[src/rtl/line_pkg.sv]
// Shared definitions for the line-sensor front end and the speed controller.
package line_pkg;

    // Width of the published line count.
    localparam int unsigned LIN_W = 32;

    // Slow-zone line indices along the track, used by the speed controller.
    localparam int unsigned SLOW_LINE_A = 3;
    localparam int unsigned SLOW_LINE_B = 9;

    // Line-tracking FSM states.
    typedef enum logic [2:0] {
        IDLE  = 3'd0,
        ARM   = 3'd1,
        WHITE = 3'd2,
        BLACK = 3'd3,
        LOCK  = 3'd4
    } line_state_e;

endpackage : line_pkg

[src/rtl/line_debounce.sv]
// Two-flop synchroniser plus run-length debouncer for the raw IR sensor.
// level follows raw only after DEBOUNCE_CYC consecutive disagreeing samples.
module line_debounce
    import line_pkg::*;
#(
    parameter int unsigned DEBOUNCE_CYC = 100000,
    parameter bit          BLACK_LEVEL  = 1'b1
) (
    input  logic clk,
    input  logic rst_n,
    input  logic raw,
    output logic level
);

    localparam int unsigned CNT_W = (DEBOUNCE_CYC > 1) ? $clog2(DEBOUNCE_CYC) : 1;

    logic             sync1_q;
    logic             sync2_q;
    logic             blk_s;
    logic [CNT_W-1:0] cnt_q;
    logic [CNT_W-1:0] cnt_d;
    logic             level_q;
    logic             level_d;

    assign blk_s = (sync2_q == BLACK_LEVEL);
    assign level = level_q;

    // Count consecutive samples that disagree with the accepted level; flip on the last one.
    always_comb begin
        cnt_d   = '0;
        level_d = level_q;
        if (blk_s != level_q) begin
            if (cnt_q == CNT_W'(DEBOUNCE_CYC - 1)) begin
                level_d = ~level_q;
            end else begin
                cnt_d = cnt_q + CNT_W'(1);
            end
        end
    end

    // Synchroniser, counter and accepted level registers.
    always_ff @(posedge clk or negedge rst_n) begin
        if (!rst_n) begin
            sync1_q <= 1'b0;
            sync2_q <= 1'b0;
            cnt_q   <= '0;
            level_q <= 1'b0;
        end else begin
            sync1_q <= raw;
            sync2_q <= sync1_q;
            cnt_q   <= cnt_d;
            level_q <= level_d;
        end
    end

endmodule : line_debounce

[src/rtl/line_counter.sv]
// Black-line counter feeding the wheel-speed controller.
// Debounces the IR sensor, counts white-to-black crossings and blanks edges
// for a lockout window after each line's trailing edge.
// Optional macro LINE_CNT_WRAP_EN: count modulo MAX_LINES and strobe lap_pulse
// on wrap; without it the count saturates at MAX_LINES and lap_pulse is 0.
module line_counter
    import line_pkg::*;
#(
    parameter int unsigned DEBOUNCE_CYC = 100000,
    parameter int unsigned LOCKOUT_CYC  = 20000000,
    parameter int unsigned MAX_LINES    = 12,
    parameter bit          BLACK_LEVEL  = 1'b1
) (
    input  logic             clk,
    input  logic             rst_n,
    input  logic             start,
    input  logic             clr,
    input  logic             ir_raw,
    output logic [LIN_W-1:0] lin,
    output logic             line_pulse,
    output logic             lap_pulse,
    output logic             on_black
);

    localparam int unsigned LOCK_W = (LOCKOUT_CYC > 1) ? $clog2(LOCKOUT_CYC) : 1;

    line_state_e       state_q;
    logic [LIN_W-1:0]  lin_q;
    logic [LOCK_W-1:0] lock_q;
    logic              line_pulse_q;
    logic              on_black_w;

    line_debounce #(
        .DEBOUNCE_CYC (DEBOUNCE_CYC),
        .BLACK_LEVEL  (BLACK_LEVEL)
    ) u_debounce (
        .clk   (clk),
        .rst_n (rst_n),
        .raw   (ir_raw),
        .level (on_black_w)
    );

    assign lin        = lin_q;
    assign line_pulse = line_pulse_q;
    assign on_black   = on_black_w;

`ifdef LINE_CNT_WRAP_EN
    logic lap_pulse_q;
    assign lap_pulse = lap_pulse_q;
`else
    assign lap_pulse = 1'b0;
`endif

    // Line-tracking FSM with lockout timer and registered count/strobes.
    always_ff @(posedge clk or negedge rst_n) begin
        if (!rst_n) begin
            state_q      <= IDLE;
            lin_q        <= '0;
            lock_q       <= '0;
            line_pulse_q <= 1'b0;
`ifdef LINE_CNT_WRAP_EN
            lap_pulse_q  <= 1'b0;
`endif
        end else begin
            line_pulse_q <= 1'b0;
`ifdef LINE_CNT_WRAP_EN
            lap_pulse_q  <= 1'b0;
`endif
            if (clr) begin
                // Clear wins over any increment in the same cycle.
                lin_q   <= '0;
                lock_q  <= '0;
                state_q <= start ? ARM : IDLE;
            end else if (!start) begin
                state_q <= IDLE;
            end else begin
                case (state_q)
                    IDLE: begin
                        state_q <= ARM;
                    end
                    ARM: begin
                        // Require white first so a line under the car is not counted.
                        if (!on_black_w) begin
                            state_q <= WHITE;
                        end
                    end
                    WHITE: begin
                        if (on_black_w) begin
                            state_q <= BLACK;
`ifdef LINE_CNT_WRAP_EN
                            line_pulse_q <= 1'b1;
                            if (lin_q == LIN_W'(MAX_LINES - 1)) begin
                                lin_q       <= '0;
                                lap_pulse_q <= 1'b1;
                            end else begin
                                lin_q <= lin_q + LIN_W'(1);
                            end
`else
                            if (lin_q < LIN_W'(MAX_LINES)) begin
                                lin_q        <= lin_q + LIN_W'(1);
                                line_pulse_q <= 1'b1;
                            end
`endif
                        end
                    end
                    BLACK: begin
                        if (!on_black_w) begin
                            lock_q  <= LOCK_W'(LOCKOUT_CYC - 1);
                            state_q <= LOCK;
                        end
                    end
                    LOCK: begin
                        if (lock_q == '0) begin
                            state_q <= ARM;
                        end else begin
                            lock_q <= lock_q - LOCK_W'(1);
                        end
                    end
                    default: begin
                        state_q <= IDLE;
                    end
                endcase
            end
        end
    end

endmodule : line_counter

[config.mk]
export PLATFORM = sky130hd
export DESIGN_NAME = line_counter
export DESIGN_NICKNAME = d
export VERILOG_FILES = /design/src/rtl/line_pkg.sv /design/src/rtl/line_debounce.sv /design/src/rtl/line_counter.sv
export SDC_FILE = /design/constraint.sdc
export NUM_CORES = 1
export LEC_CHECK = 0
export CORE_MARGIN = 10
export CORE_UTILIZATION = 56
export DETAILED_ROUTE_END_ITERATION = 6
export MAX_ROUTING_LAYER = met4
export PLACE_DENSITY = 0.76
export SYNTH_ARGS = -nofsm -noshare
export SYNTH_HDL_FRONTEND = slang
export SYNTH_SLANG_ARGS = --single-unit
[constraint.sdc]
create_clock -name clk -period 2.6 [get_ports clk]
set_clock_uncertainty 0.15 [all_clocks]
set_input_delay 0.26 -clock clk [delete_from_list [all_inputs] [get_ports clk]]
set_output_delay 0.26 -clock clk [all_outputs]
set_load 0.005 [all_outputs]
-- Word level (Yosys, flattened, before mapping)
Cells that the tools add are included.
- add/subtract/negate cells: 3
- $mul: 0
- bitwise operators: 1
- div/mod/pow operators: 0
- $lt $le $gt $ge: 1
- multiplexer cells: 25
- shift operators: 0
- reduce and logical (&&, ||, !) cells: 11
- eq/ne operators: 12
- operators with widths (kind ; number):
    2-to-1 mux 32 bit ; 5
    2-to-1 mux 25 bit ; 4
    case mux 25 bit (2 select lines) ; 1
    2-to-1 mux 17 bit ; 2
    adder 32 x 1 -> 32 bit (second input constant) ; 1
    less-than comparator 32 x 4 -> 1 bit (second input constant) ; 1
    logical NOT 25 bit ; 1
    subtractor 25 x 1 -> 25 bit (second input constant) ; 1
    2-to-1 mux 3 bit ; 6
    adder 17 x 1 -> 17 bit (second input constant) ; 1
    == test 17 bit (second input constant) ; 1
    case mux 3 bit (5 select lines) ; 1
    inequality test 4 bit (second input constant) ; 3
    AND reduction 4 bit ; 3
    nonzero test 2 bit ; 4
    == test 3 x 2 -> 1 bit (second input constant) ; 2
    2-to-1 mux 1 bit ; 6
    inequality test 3 bit (second input constant) ; 2
    inequality test 4 x 3 -> 1 bit (second input constant) ; 1
    == test 3 x 1 -> 1 bit (second input constant) ; 1
    == test 3 bit (second input constant) ; 1
    logical NOT 3 bit ; 1
    nonzero test 3 bit ; 1
    AND reduction 2 bit ; 1
    other kinds (2) ; 2
- word-level logic and storage cells: 61
- memories: 0
- bits in latches: 0
- RAM bits: 0
- bits in read-only memories: 0
- bits in registers: 81

-- Logic depth before layout (Yosys ltp)
Gate-level depths: netlist of run 1.
- depth in word-level cells: 6
- mapped depth: 8
- depth with buffers taken out: 7

-- Modules after synthesis
Synthesis of run 1 repeated with hierarchy kept, for this count alone.
- cells, all modules: 382
- area total of the unflattened synthesis: 3960.0 um^2
- by module, submodules not included (module ; cells an instance ; area each (um^2) ; seq. area each (um^2) ; instances):
    line_counter ; 293 ; 3022.9 ; 1526.5 ; 1
    line_debounce ; 89 ; 937.1 ; 500.5 ; 1

-- Worst setup path after synthesis of run 1
No wires, ideal clock.
- path type: reg-to-reg
- start: register lock_q[0]
- end: register lock_q[18]
- data required time: 2.372 ns
- stages on the path, launching flop included: 8
- slack: 0.483 ns
- arrival: 1.889 ns
- cell sequence: dfrtp_1 inv_1 ha_1 nor3b_2 nand4_2 or3_1 or3_1 a21oi_1
- cells in the longest elaborated chain, start to end: 5
- ends and longest elaborated chain (what ; line ; source):
    from (decl) ; line_counter.sv:29 ; logic [LOCK_W-1:0] lock_q;
    from (signal assigned) ; line_counter.sv:108 ; lock_q <= LOCK_W'(LOCKOUT_CYC - 1);
    from (signal assigned) ; line_counter.sv:116 ; lock_q <= lock_q - LOCK_W'(1);
    subtractor 25 x 1 -> 25 bit ; line_counter.sv:116 ;
    2-to-1 mux 25 bit ; line_counter.sv:113 ; if (lock_q == '0) begin
    case mux 25 bit (2 select lines) ; line_counter.sv:77 ; case (state_q)
    2-to-1 mux 25 bit ; line_counter.sv:74 ; end else if (!start) begin
    2-to-1 mux 25 bit ; line_counter.sv:69 ; if (clr) begin
Parallel ways exist; a longest one is shown, timed or not. The select of a mux whose other input is x is not followed.
A chain may end at the register's enable or synchronous reset.

-- Worst setup path in the final report of run 1
- start: register lock_q[0]
- end: register lock_q[13]
Same word-level chain as after synthesis.

==> impl_metrics.py, run 1 <==
metrics = {
    "status": {
        "status": "finished clean",
    },
    "clock_tree": {
        "numCtsBuffers": 9,
        "cts_buffer_depth": 2,
        "htreeDepth": 3,
        "cts_tree": "done",
        "cts_sinks": 81,
        "clk_pin_slew_ns": 0.09,
        "cts-root-buf": "clkbuf_8",
        "clk_latency_ns": 0.35,
        "cts_resized": 0,
    },
    "place": {
        "io_buffers": 38,
        "dpl_worst_slack_ns": 0.216,
        "place.gp.congestion": 0.908,
        "dp_cells": 474,
        "post_dp_cell_area_um2": 4320,
        "hpwl_um": 5880,
    },
    "worst_hold_path": {
        "hp-class": "input port to flip-flop",
    },
    "floorplanning": {
        "fp.dieArea_um2": 10600,
        "core_um2": 6720,
        "initial_core_util_pct": 57.0,
        "pin_count": 40,
        "fp.dieW_um": 103,
        "row_count": 30,
        "die_h_um": 103,
    },
    "final_layout": {
        "final_layout_size_suffix_gt1_share_pct": 10.0,
        "layoutNonFillerInstCount": 490,
        "final_area_um2": 4540,
        "syn_to_final_growth_pct": 18.5,
        "antenna_cells": 0,
        "nets": 415,
    },
    "critical_path": {
        "required_ns": 2.67,
        "worstSetupEndpointType": "flip-flop",
        "cp_data_arrival_time_ns": 2.50,
        "worstSetupStartpoint": "lock_q[0]",
        "reg2reg_depth": 7,
        "path_max_fanout": 10,
        "critPathKind": "flip-flop to flip-flop",
        "regToRegStartpoint": "lock_q[0]",
        "r2r-end": "lock_q[13]",
        "worstSetupEndpoint": "lock_q[13]",
        "cp-start-kind": "flip-flop",
        "reg2reg_slack_ns": 0.17,
    },
    "global_route": {
        "grt_max_degree": 51,
        "grt_first_pass_wirelength_um": 15300,
        "top_usage_layer": "met2",
        "met1_usage_pct": 23.2,
        "grt_use_total_pct": 18.6,
        "overflow": 0,
        "use_met2_pct": 29.1,
        "globalRouteMet3Util_pct": 5.50,
        "grt_pass1_vias": 3175,
        "antenna_found_initial": 0,
    },
    "detailed_routing": {
        "post-route-drc-count": 0,
        "avgRoutedWirePerCell_um": 17.5,
        "drt_iter0_drc": 133,
        "num_vias": 2936,
        "viasPerCell": 5.99,
        "drtAntennaViolNets": 0,
        "first_pass_iters": 4,
        "wirelength_um": 8600,
    },
    "logic_synthesis": {
        "synth_xor_xnor_area_share_pct": 4.34,
        "syn_avg_cell_area_um2": 10.6,
        "synth_compound_area_share_pct": 11.1,
        "yosys_warnings": 0,
        "synth-seq-area-share_pct": 52.9,
        "syn_inst": 362,
        "ys_types": 59,
        "synth_top_family_by_area": "simple AND/OR/NAND/NOR gates",
        "synth-edff-count": 0,
        "async_reset_ff_share_pct": 100,
        "ys.flop_type": "dfrtp_1",
        "yosys.area_share.simple_pct": 26.8,
        "synthAdderAreaFrac_pct": 1.31,
        "netlist_area_um2": 3830,
        "syn-num-nets": 371,
        "ys_ff_latch": 81,
        "muxShareOfSynthArea_pct": 1.08,
    },
    "sta": {
        "final_hold_viol_count": 0,
        "rsz0062_at_grt": "false",
        "setup_viol": 0,
        "fin_crit_sh_pct": 93.4,
        "tightest_slew_ns": 0.898,
        "fin_tns_setup_ns": 0,
        "slew_violations": 0,
        "holdWs_ns": 0.187,
        "setup_slack_ns": 0.171,
        "max_freq_mhz": 412,
        "slew_headroom_pct": 40.1,
        "period_minus_slack_ns": 2.43,
    },
    "power": {
        "switching_share_pct": 26.4,
        "p_int_w": 0.00191,
        "power.density_nw_per_um2": 570,
        "ir_drop_v": 0.000376,
        "comb_power_share_pct": 10.4,
        "p_sw_w": 0.000682,
        "cellLeakagePower_nw": 1.95,
        "p_clk_share_pct": 39.5,
        "power_frac_seq_pct": 50.1,
    },
    "run": {
        "maxCapViolations": 0,
    },
}
[worst max-delay path, stage by stage (launching register included)]
cell and delay [ns]:
dfrtp_1 0.43, inv_1 0.11, ha_1 0.20, nor4b_2 0.17, and3_1 0.22, a21oi_1 0.73, a21bo_2 0.24, a21oi_1 0.06
[repair_timing]
action                                 CTS  global route
setup buffers                            0             0
hold buffers                             1             0
endpoints found under the hold margin   49             0
[cells in the mapped netlist, types with 3 or more instances]
| library cell | n | area share (%) |
|---|---|---|
| dfrtp_1 | 81 | 53 |
| nor2_1 | 37 | 3.6 |
| nor2b_1 | 29 | 4.7 |
| a21oi_1 | 22 | 2.9 |
| nand2_1 | 19 | 1.9 |
| nor4_1 | 13 | 2.1 |
| nand3_1 | 11 | 1.4 |
| xor2_1 | 11 | 2.5 |
| nor3_1 | 10 | 1.3 |
| or3_1 | 10 | 1.6 |
| inv_1 | 8 | 0.78 |
| nand4_1 | 8 | 1.3 |
| xnor2_1 | 8 | 1.8 |
| clkbuf_1 | 7 | 0.69 |
| o21ai_0 | 6 | 0.78 |
| a211oi_1 | 5 | 0.98 |
| a311oi_1 | 5 | 1.1 |
| o31ai_1 | 5 | 0.98 |
| ha_1 | 4 | 1.3 |
| nand2b_1 | 4 | 0.65 |
| a31oi_1 | 3 | 0.49 |
| mux2i_1 | 3 | 0.78 |
| nor4b_1 | 3 | 0.69 |
| o41ai_1 | 3 | 0.69 |
| or4_1 | 3 | 0.59 |
[area by class of cell]
type | instances | area, um^2
clock buffer | 9 | 124
clock inverter | 6 | 90.1
fill | 538 | 2180
inverter | 8 | 30.0
multi-input combinational | 261 | 1720
sequential | 81 | 2030
tap | 80 | 100
timing repair buffer | 45 | 453
[how the worst min path moves through the flow]
stage | startpoint | end | slack [ns] | cells after the start
2_1_floorplan | rst_n | lin[0] | -0.19 | 0
3_3_place_gp | rst_n | u_debounce.cnt_q[16] | 0.18 | 1
3_5_place_dp | rst_n | u_debounce.cnt_q[16] | 0.18 | 1
4_1_cts | clr | state_q[2] | 0.18 | 2
5_1_grt | clr | state_q[2] | 0.19 | 2
6_report | clr | state_q[2] | 0.19 | 2
[kinds of logic after synthesis]
| logic type | Yosys count |
|---|---|
| AND/OR/NAND/NOR | 171 |
| flip-flops | 81 |
| AO/OA/AOI/OAI | 62 |
| buffers and inverters | 20 |
| XOR/XNOR | 19 |
| adder cells (fa/ha/maj) | 4 |
| multiplexers | 4 |
| other | 1 |
[metal layers]
layer  vias up  share of wire (%)
li1       1393                  -
met3        11                5.8
met5         -                  0
met2        69                 48
met4         0               0.79
met1      1463                 46
[registers in the layout, indices dropped and copies added, names as in the netlist]
name	count
u_debounce.sync1_q	1
u_debounce.level	1
lin	32
line_pulse	1
u_debounce.cnt_q	17
state_q	3
lock_q	25
u_debounce.blk_s	1
[cells in the final DEF (no fill, tap or decap), drive strengths merged, types with 3 or more instances in the layout]
cell           count
nor3              12
or4                3
nor4b              5
o31ai              6
o41ai              3
xnor2              8
nor3b              3
nand3             11
o21ai              8
a211oi             5
nor2              37
nand2b             4
ha                 4
clkdlybuf4s50     36
nor2b             29
nand2             19
dfrtp             81
xor2              11
a21oi             22
mux2i              3
or3               10
a31oi              3
clkbuf             9
o21a               3
inv               10
nor4              16
buf                8
a311oi             5
nand4             10
[metrics by stage]
stage	total power, W	util (%)
2_1_floorplan	0.00149	-
3_3_place_gp	0.00158	64.2
3_5_place_dp	0.00159	64.2
4_1_cts	0.00260	67.6
5_1_grt	0.00269	67.6
6_report	0.00259	67.6
[power by group through the flow]
stage	clock, W	sequential (W)	combinational (W)
after floorplan	0	0.00132	0.000178
after global placement	0	0.00132	0.000259
after detailed placement	0	0.00132	0.000266
after CTS	0.00103	0.00130	0.000269
after global routing	0.00109	0.00130	0.000301
final	0.00102	0.00130	0.000270
Note: power is estimated with default switching activity, not from simulation.
==> run 2: changes to the inputs <==
Settings changed: CORE_MARGIN 10 to unset.
==> run 2 against run 1 <==
  * The run now ends with design-rule violations left
  * Register-to-register slack better by 0.02 ns
  * Clock power is 8% lower
  * Sequential cell count did not move
  * Global-route usage grew 7.4 points
  * Non-clock buffer count rose by 2
  * Critical endpoint is now lock_q[18]
  * Via count fell by 0.10%
  * Design area is 0.25% lower
  * Total power decreased by 3.2%
  * Fmax rose by 0.85%
  * Largest cell class unchanged
==> impl_metrics.py, run 2 (synthesis results as in run 1) <==
metrics = {
    "status": {
        "status": "complete, but fails checks",
        "failed_checks": "design-rule violations",
    },
    "place": {
        "hpwl_um": 5740,
        "place.gp.congestion": 0.887,
        "post_dp_cell_area_um2": 4320,
        "io_buffers": 38,
        "dp_cells": 473,
    },
    "sta": {
        "fin_crit_sh_pct": 92.6,
        "setup_viol": 0,
        "max_freq_mhz": 415,
        "tightest_slew_ns": 0.861,
        "slew_violations": 0,
        "final_hold_viol_count": 0,
        "period_minus_slack_ns": 2.41,
        "rsz0062_at_grt": "false",
        "fin_tns_setup_ns": 0,
        "slew_headroom_pct": 42.6,
    },
    "clock_tree": {
        "cts_buffer_depth": 2,
        "cts_setup_buffers": 0,
        "htreeDepth": 3,
        "clk_pin_slew_ns": 0.08,
        "clk_latency_ns": 0.35,
        "cts_sinks": 81,
        "cts_tree": "done",
        "cts-root-buf": "clkbuf_8",
        "numCtsBuffers": 9,
    },
    "floorplanning": {
        "initial_core_util_pct": 59.0,
        "fp.dieW_um": 84.7,
        "row_count": 29,
        "die_h_um": 84.7,
        "pin_count": 40,
        "core_um2": 6490,
        "fp.dieArea_um2": 7180,
    },
    "global_route": {
        "antenna_found_initial": 0,
        "grt_use_total_pct": 26.1,
        "grt_pass1_vias": 2869,
        "overflow": 0,
        "grt_first_pass_wirelength_um": 14000,
        "grt_max_degree": 47,
    },
    "power": {
        "p_int_w": 0.00184,
        "switching_share_pct": 26.6,
        "p_sw_w": 0.000665,
        "p_clk_share_pct": 37.5,
        "cellLeakagePower_nw": 1.95,
        "power.density_nw_per_um2": 553,
        "power_w": 0.00251,
        "ir_drop_v": 0.000433,
        "power_frac_seq_pct": 51.7,
        "comb_power_share_pct": 10.8,
    },
    "worst_hold_path": {
        "hp-class": "input port to flip-flop",
        "hp-start": "clr",
        "hold_end": "lin[1]",
        "hold_depth": 2,
    },
    "critical_path": {
        "critPathKind": "flip-flop to flip-flop",
        "regToRegStartpoint": "lock_q[0]",
        "r2r-end": "lock_q[18]",
        "reg2reg_slack_ns": 0.19,
        "required_ns": 2.72,
        "worstSetupEndpointType": "flip-flop",
        "reg2reg_depth": 7,
        "path_max_fanout": 7,
        "cp_data_arrival_time_ns": 2.53,
        "cp-start-kind": "flip-flop",
    },
    "final_layout": {
        "largest_reg_flops": 32,
        "nets": 417,
        "layoutNonFillerInstCount": 490,
        "final_cell_mix": "81 x dfrtp_1, 37 x nor2_1, 36 x clkdlybuf4s50_1",
        "final_core_util_pct": 69.7,
        "final_common_cell": "dfrtp_1",
        "antenna_cells": 0,
        "multi_input_area_um2": 1720,
        "register_area_um2": 2030,
        "final_layout_size_suffix_gt1_share_pct": 10.7,
        "fillerInstances": 512,
        "final_area_um2": 4530,
        "syn_to_final_growth_pct": 18.2,
    },
    "detailed_routing": {
        "first_pass_iters": 6,
        "num_vias": 2933,
        "wirelength_um": 8280,
        "avgRoutedWirePerCell_um": 16.9,
        "viasPerCell": 5.99,
        "post-route-drc-count": 1,
        "drtAntennaViolNets": 0,
        "drt_iter0_drc": 193,
    },
    "run": {
        "maxCapViolations": 0,
    },
}
run 2: changes by cell type in the layout (fill, tap and decap cells not counted):
cell / change
clkinv_2: +1
buf_12: -1
clkinv_4: +2
inv_6: -1
clkinvlp_4: -1
clkbuf_8: +1
buf_4: +3
bufinv_16: -1
run 2: layout make-up:
class / instances / share of cell area (%)
clock buffer: 10 / 3.04
tap: 77 / 2.13
multi-input combinational: 261 / 37.9
clock inverter: 6 / 1.46
inverter: 8 / 0.663
timing repair buffer: 47 / 10.1
sequential: 81 / 44.8
run 2: how the worst max path moves through the flow:
| stage | from | to | slack (ns) | cells past startpoint |
|---|---|---|---|---|
| global placement | start | lock_q[22] | 0.30 | 6 |
| finish | lock_q[0] | lock_q[18] | 0.19 | 7 |
| floorplan | lock_q[0] | lock_q[18] | 0.48 | 7 |
| CTS | lock_q[0] | lock_q[18] | 0.18 | 7 |
| global route | lock_q[0] | lock_q[18] | 0.0007 | 7 |
| detailed placement | lock_q[0] | lock_q[18] | 0.21 | 7 |
run 2: through the flow:
step           hold slack, ns  setup slack (ns)
2_1_floorplan          -0.186             0.483
3_3_place_gp            0.151             0.303
3_5_place_dp            0.153             0.214
4_1_cts                 0.158             0.184
5_1_grt                 0.170          0.000697
6_report                0.171             0.191
run 2: metal layers:
metal,vias to the layer above,GRT usage (%),routed length (um)
met4,0,10.5,158
met2,79,38.6,3870
met5,-,-,0
li1,1404,-,-
met1,1434,35.9,3890
met3,16,4.62,364
run 2: timing repair:
action	4_1_cts	5_1_grt
endpoints found under the hold margin	45	0
resized for setup	0	0
hold buffers	1	0
run 2: critical path, stage by stage (launching register included):
cell     delay (ns)
dfrtp_1        0.43
inv_1          0.11
ha_1           0.20
nor3b_2        0.31
nand4_2        0.25
or3_1          0.38
or3_1          0.32
a21oi_1        0.18
run 2: power groups by stage:
stage                     combinational [W]  clock (W)  sequential [W]
after floorplan                    0.000178          0         0.00132
after global placement             0.000262          0         0.00132
after detailed placement           0.000265          0         0.00132
after CTS                          0.000269   0.000958         0.00130
after global routing               0.000302    0.00101         0.00130
final                              0.000269   0.000939         0.00130
==> run 3: changes to the inputs <==
Settings changed: SLEW_MARGIN set to 25.
==> results of run 3 <==
No change in the layout: final DEF, timing and power equal those of run 2.
